### config.mk
export PLATFORM = sky130hd
export DESIGN_NAME = pipe_hazard_ctrl
export DESIGN_NICKNAME = d
export VERILOG_FILES = /design/src/rtl/pipe_hazard_ctrl.sv
export SDC_FILE = /design/constraint.sdc
export NUM_CORES = 1
export LEC_CHECK = 0
export CAP_MARGIN = 20
export CORE_UTILIZATION = 35
export CTS_CLUSTER_SIZE = 16
export DETAILED_ROUTE_END_ITERATION = 16
export PLACE_DENSITY = 0.73
export REMOVE_ABC_BUFFERS = 1
export SYNTH_ARGS = -nofsm -noshare
export SYNTH_HDL_FRONTEND = slang
export SYNTH_SLANG_ARGS = --single-unit
### constraint.sdc
create_clock -name clk -period 4.87 [get_ports clk]
set_clock_uncertainty 0.1 [all_clocks]
set_input_delay 0.7305 -clock clk [delete_from_list [all_inputs] [get_ports clk]]
set_output_delay 0.7305 -clock clk [all_outputs]
set_load 0.05 [all_outputs]
### src/rtl/pipe_hazard_ctrl.sv
// Pipeline hazard/stall controller: load-use bubbles, redirect flushes, memory freeze.
// Optional performance counters are enabled by defining PIPE_HAZARD_CTRL_PERF_EN.
module pipe_hazard_ctrl #(
  parameter int unsigned REG_AW        = 5,
  parameter int unsigned LU_EX_BUBBLES = 2
) (
  input  logic              clk,
  input  logic              n_rst,
  input  logic [REG_AW-1:0] id_rs1,
  input  logic [REG_AW-1:0] id_rs2,
  input  logic              id_rs1_used,
  input  logic              id_rs2_used,
  input  logic              ex_is_load,
  input  logic              m1_is_load,
  input  logic [REG_AW-1:0] ex_rd,
  input  logic [REG_AW-1:0] m1_rd,
  input  logic              ex_redirect,
  input  logic              dmem_busy,
  output logic              pc_en,
  output logic              fd_en,
  output logic              de_en,
  output logic              em_en,
  output logic              mm_en,
  output logic              mw_en,
  output logic              fd_flush,
  output logic              de_flush,
  output logic              em_flush,
  output logic              mm_flush,
  output logic              mw_flush,
  output logic [1:0]        ctrl_state
`ifdef PIPE_HAZARD_CTRL_PERF_EN
  ,
  output logic [31:0]       perf_bubble_cnt,
  output logic [31:0]       perf_flush_cnt,
  output logic [31:0]       perf_freeze_cnt
`endif
);

  localparam int unsigned    CW       = $clog2(LU_EX_BUBBLES + 1);
  localparam logic [CW-1:0]  CNT_LOAD = CW'(LU_EX_BUBBLES - 1);

  typedef enum logic [1:0] {
    ST_RUN      = 2'd0,
    ST_LU_STALL = 2'd1,
    ST_FREEZE   = 2'd2
  } state_t;

  state_t        r_state, r_saved_state;
  logic [CW-1:0] r_cnt, r_saved_cnt;

  state_t        w_eff_state, w_nxt_state, w_nxt_saved_state;
  logic [CW-1:0] w_eff_cnt, w_nxt_cnt, w_nxt_saved_cnt;
  logic          w_lu_ex, w_lu_m1;
  logic          w_frz, w_redir, w_bubble;

  assign w_lu_ex = ex_is_load &&
                   ((id_rs1_used && (id_rs1 != '0) && (id_rs1 == ex_rd)) ||
                    (id_rs2_used && (id_rs2 != '0) && (id_rs2 == ex_rd)));
  assign w_lu_m1 = m1_is_load &&
                   ((id_rs1_used && (id_rs1 != '0) && (id_rs1 == m1_rd)) ||
                    (id_rs2_used && (id_rs2 != '0) && (id_rs2 == m1_rd)));

  // The first non-busy cycle in FREEZE already acts as the saved state, so no control cycle is lost.
  assign w_eff_state = (r_state == ST_FREEZE) ? r_saved_state : r_state;
  assign w_eff_cnt   = (r_state == ST_FREEZE) ? r_saved_cnt   : r_cnt;

  always_comb begin
    w_nxt_state       = w_eff_state;
    w_nxt_cnt         = w_eff_cnt;
    w_nxt_saved_state = r_saved_state;
    w_nxt_saved_cnt   = r_saved_cnt;
    w_frz             = 1'b0;
    w_redir           = 1'b0;
    w_bubble          = 1'b0;
    if (dmem_busy) begin
      w_frz             = 1'b1;
      w_nxt_state       = ST_FREEZE;
      w_nxt_saved_state = w_eff_state;
      w_nxt_saved_cnt   = w_eff_cnt;
    end else if (ex_redirect) begin
      w_redir     = 1'b1;
      w_nxt_state = ST_RUN;
      w_nxt_cnt   = '0;
    end else begin
      case (w_eff_state)
        ST_LU_STALL: begin
          w_bubble = 1'b1;
          if (w_eff_cnt <= CW'(1)) begin
            w_nxt_state = ST_RUN;
            w_nxt_cnt   = '0;
          end else begin
            w_nxt_cnt = w_eff_cnt - CW'(1);
          end
        end
        default: begin
          if (w_lu_ex) begin
            w_bubble = 1'b1;
            if (LU_EX_BUBBLES > 1) begin
              w_nxt_state = ST_LU_STALL;
              w_nxt_cnt   = CNT_LOAD;
            end
          end else if (w_lu_m1) begin
            w_bubble = 1'b1;
          end
        end
      endcase
    end
  end

  always_comb begin
    pc_en    = 1'b1;
    fd_en    = 1'b1;
    de_en    = 1'b1;
    em_en    = 1'b1;
    mm_en    = 1'b1;
    mw_en    = 1'b1;
    fd_flush = 1'b0;
    de_flush = 1'b0;
    em_flush = 1'b0;
    mm_flush = 1'b0;
    mw_flush = 1'b0;
    if (!n_rst) begin
      {pc_en, fd_en, de_en, em_en, mm_en, mw_en}  = '0;
      {fd_flush, de_flush, em_flush, mm_flush, mw_flush} = '1;
    end else if (w_frz) begin
      {pc_en, fd_en, de_en, em_en, mm_en, mw_en}  = '0;
    end else if (w_redir) begin
      fd_en    = 1'b0;
      de_en    = 1'b0;
      fd_flush = 1'b1;
      de_flush = 1'b1;
    end else if (w_bubble) begin
      pc_en    = 1'b0;
      fd_en    = 1'b0;
      de_en    = 1'b0;
      de_flush = 1'b1;
    end
  end

  assign ctrl_state = r_state;

  always_ff @(posedge clk or negedge n_rst) begin
    if (!n_rst) begin
      r_state       <= ST_RUN;
      r_cnt         <= '0;
      r_saved_state <= ST_RUN;
      r_saved_cnt   <= '0;
    end else begin
      r_state       <= w_nxt_state;
      r_cnt         <= w_nxt_cnt;
      r_saved_state <= w_nxt_saved_state;
      r_saved_cnt   <= w_nxt_saved_cnt;
    end
  end

`ifdef PIPE_HAZARD_CTRL_PERF_EN
  logic [31:0] r_perf_bubble, r_perf_flush, r_perf_freeze;

  always_ff @(posedge clk or negedge n_rst) begin
    if (!n_rst) begin
      r_perf_bubble <= '0;
      r_perf_flush  <= '0;
      r_perf_freeze <= '0;
    end else begin
      if (w_bubble) r_perf_bubble <= r_perf_bubble + 32'd1;
      if (w_redir)  r_perf_flush  <= r_perf_flush + 32'd1;
      if (w_frz)    r_perf_freeze <= r_perf_freeze + 32'd1;
    end
  end

  assign perf_bubble_cnt = r_perf_bubble;
  assign perf_flush_cnt  = r_perf_flush;
  assign perf_freeze_cnt = r_perf_freeze;
`endif

endmodule

==> results.toml <==
[global_routing]
grt_first_pass_wirelength_um = 3220
grt_use_total_pct = 17.9
grt_pass1_vias = 803
grt_start_max_net_pins = 16
grt_overflow_total = 0
antenna_violations_before_repair = 0

[sta]
setup_viol = 0
hold_viol_final = 0
timing.final.max_slew_violations = 0
tcrit_tclk_final_pct = 81.9
min_period_ns = 3.99
rsz0062_at_grt = "no"
fmaxAchievable_mhz = 251
maxSlewHeadroom_pct = 64.7
worst_slew_pin_slew_ns = 0.527
fin_worst_hold_slack_ns = 0.428

[run_status]
outcome = "finished, final reports clean"

[critical_path]
critical_path.top_delay_family = "buffers and inverters"
crit_arrival_ns = 3.16
critPathCaptureType = "output port"
crit_start = "id_rs2[1]"
rrSetupSlack_ns = 3.16
critical_path_peak_fanout = 4
type_of_the_worst_setup_path = "in -> out"
crit-reg2reg-capture = "r_cnt[1]"
cp_slowest_cell = "clkdlybuf4s50_1"
critical_path.startpoint_type = "input pin"
critical_path_depth = 7
worst-endpoint-required_ns = 4.04
timing.rr.start = "ctrl_state[0]"
critical-path-max-stage-delay_ns = 0.81
worstRegToRegCells = 4
timing.critical_path.buf_inv = 2
critical_path_cell_by_cell = "clkdlybuf4s50_1, or4_4, o21ai_2, nor3_2, nor3_2, and3_1, clkdlybuf4s50_1"

[yosys]
synth_top_family_by_area = "simple AND/OR/NAND/NOR gates"
most_frequent_cells_after_synthesis = "10 x xnor2_1, 10 x xor2_1, 8 x dfrtp_1, 7 x a21oi_1, 7 x nand2_1"
synth_compound_area_share_pct = 19.5
post_synth_inst_count = 90
synth_seq_area_share_pct = 25.8
synthMuxAreaShare_pct = 2.58
syn-cell-area_um2 = 776
synthesized_area_per_cell_um2 = 8.62
synth_simple_gate_area_share_pct = 22.7
area_share_of_fa_ha_maj_cells_after_synthesis_pct = 0
number_of_enable_type_register_cells_in_the_synthesized_netlist = 0
yosys_warnings = 0
synth-xor-area-share_pct = 22.6
synth_cell_type_count = 36
ys_seq_elements = 8
post_synthesis_async_set_or_reset_flop_share_pct = 100
synth_largest_area_cell = "dfrtp_1"
post_synth_main_area_contributors = "dfrtp_1 26%, xnor2_1 11%, xor2_1 11%"
synthDominantCellAreaShare_pct = 25.8
yosys_most_used_dff = "dfrtp_1"

[layout]
area_growth_syn_to_layout_pct = 54.5
multi_input_comb_area_um2 = 523
insertedDiodeCount = 0
num-nets-final = 158
n_fill_cell = 185
sequential_cell_area_um2 = 200
finalNonFillerCells = 155
layout.core_utilization_pct = 59.3
layout-drive-gt1-share_pct = 10.2

[drt]
postRouteWirelength_um = 1930
drt_iter0_markers = 9
number_of_nets_still_failing_antenna_checks_after_routing = 0
num_vias = 778
drt_pass1_iterations = 4
drt-wirelength-per-cell_um = 12.5
post_drt_via_cell_ratio = 5.02
detail_route.drc_violations = 0

[floorplan]
coreArea_mm2 = 0.00202
rows = 16
dieHeight_um = 49.1
floorplan.die_area_mm2 = 0.00241
io-pin-count = 41
die_w_um = 49.1
initial_utilization_pct = 38.4

[placement]
detailedPlacementHpwl_um = 1690
port_buffer_count = 40
gp_congestion = 0.783
post-place-cells = 152

[power_and_ir_drop]
power.density_cell_area_mw_per_mm2 = 199
part_of_the_power_in_combinational_logic_pct = 46.0
power_frac_seq_pct = 32.9
pwr-share-clk_pct = 21.0
p_switching_mw = 0.0842
power_report.internal_total_mw = 0.154
power.share.switching_pct = 35.3
vdd_drop_max_v = 0.0000971
leakagePower_nw = 0.467

[clocking]
clock-sinks = 8
insertion_delay_ns = 0.25
cts_repair_resize_count = 0
cts_tree = "done"
cts_made_buffers = 3
htree_levels = 1
postCtsSetupRepairBufs = 0
cts_root_buf = "clkbuf_4"
ctsLongestPathBuffers = 2
clkTransAtPathRegs_ns = 0.05
cts_hold_repair.buffers = 0

[hold_path]
min_delay_worst_endpoint = "r_saved_state[0]"
holdCritPathClass = "reg -> reg"
min_delay_path_depth = 1
worst_hold_startpoint = "r_saved_state[0]"

[job]
max_cap_violations = 0
-- metrics by stage --
| step | TNS (ns) | total power [mW] | worst slack, ns | cell area [um^2] |
|---|---|---|---|---|
| final | 0 | 0.238 | 0.880 | 1200 |
| after global routing | 0 | 0.257 | 0.787 | 1200 |
| after CTS | 0 | 0.243 | 0.875 | 1200 |
| after detailed placement | 0 | 0.190 | 0.880 | 1180 |
| after global placement | 0 | 0.188 | 0.898 | 1180 |
| after floorplan | -0.941 | 0.138 | -0.414 | 734 |
-- worst max-delay path by stage --
stage                           to  slack [ns]
after floorplan              de_en       -0.41
after global placement    de_flush        0.90
after detailed placement     de_en        0.88
after CTS                    de_en        0.88
after global routing      de_flush        0.79
final                        de_en        0.88
-- routing by layer --
metal	part of all wire (%)	vias to the layer above	global-route usage, %	wire (um)
li1	-	393	-	-
met5	0	-	0	0
met1	39	350	17.6	763
met3	5.4	4	3.43	105
met2	53	31	32.4	1020
met4	2.3	0	13.7	44
-- registers in the layout, indices dropped and copies added, names as in the netlist --
name and flops:
ctrl_state 2, r_saved_cnt 2, r_cnt 2, r_saved_state 2
-- final cells by class --
type                            instances  area share [%]
Timing Repair Buffer                   41            34.0
Multi-Input combinational cell         73            43.6
Clock buffer                            3            1.88
Sequential cell                         8            16.7
Tap cell                               27            2.82
Inverter                                3           0.939
-- power by group through the flow --
stage / registers [mW] / logic (mW) / clock network [mW]
4_1_cts: 0.0786 / 0.111 / 0.0537
3_5_place_dp: 0.0797 / 0.110 / 0
2_1_floorplan: 0.0812 / 0.0571 / 0
6_report: 0.0785 / 0.110 / 0.0501
3_3_place_gp: 0.0794 / 0.109 / 0
5_1_grt: 0.0794 / 0.117 / 0.0598
-- cell usage in the layout (no fill, tap or decap), drive strengths merged, types with 3 or more instances in the layout --
cell           count
a21oi              7
clkbuf             3
clkdlybuf4s50     40
dfrtp              8
inv                3
nand2              7
nor2               7
nor3               4
nor4               3
xnor2             10
xor2              10
-- logic make-up after synthesis --
kind of cell	count (synthesis)
mux	2
flops	8
buf+inv	9
compound gates	20
simple gates	31
xor+xnor	20
Note: power is estimated with default switching activity, not from simulation.
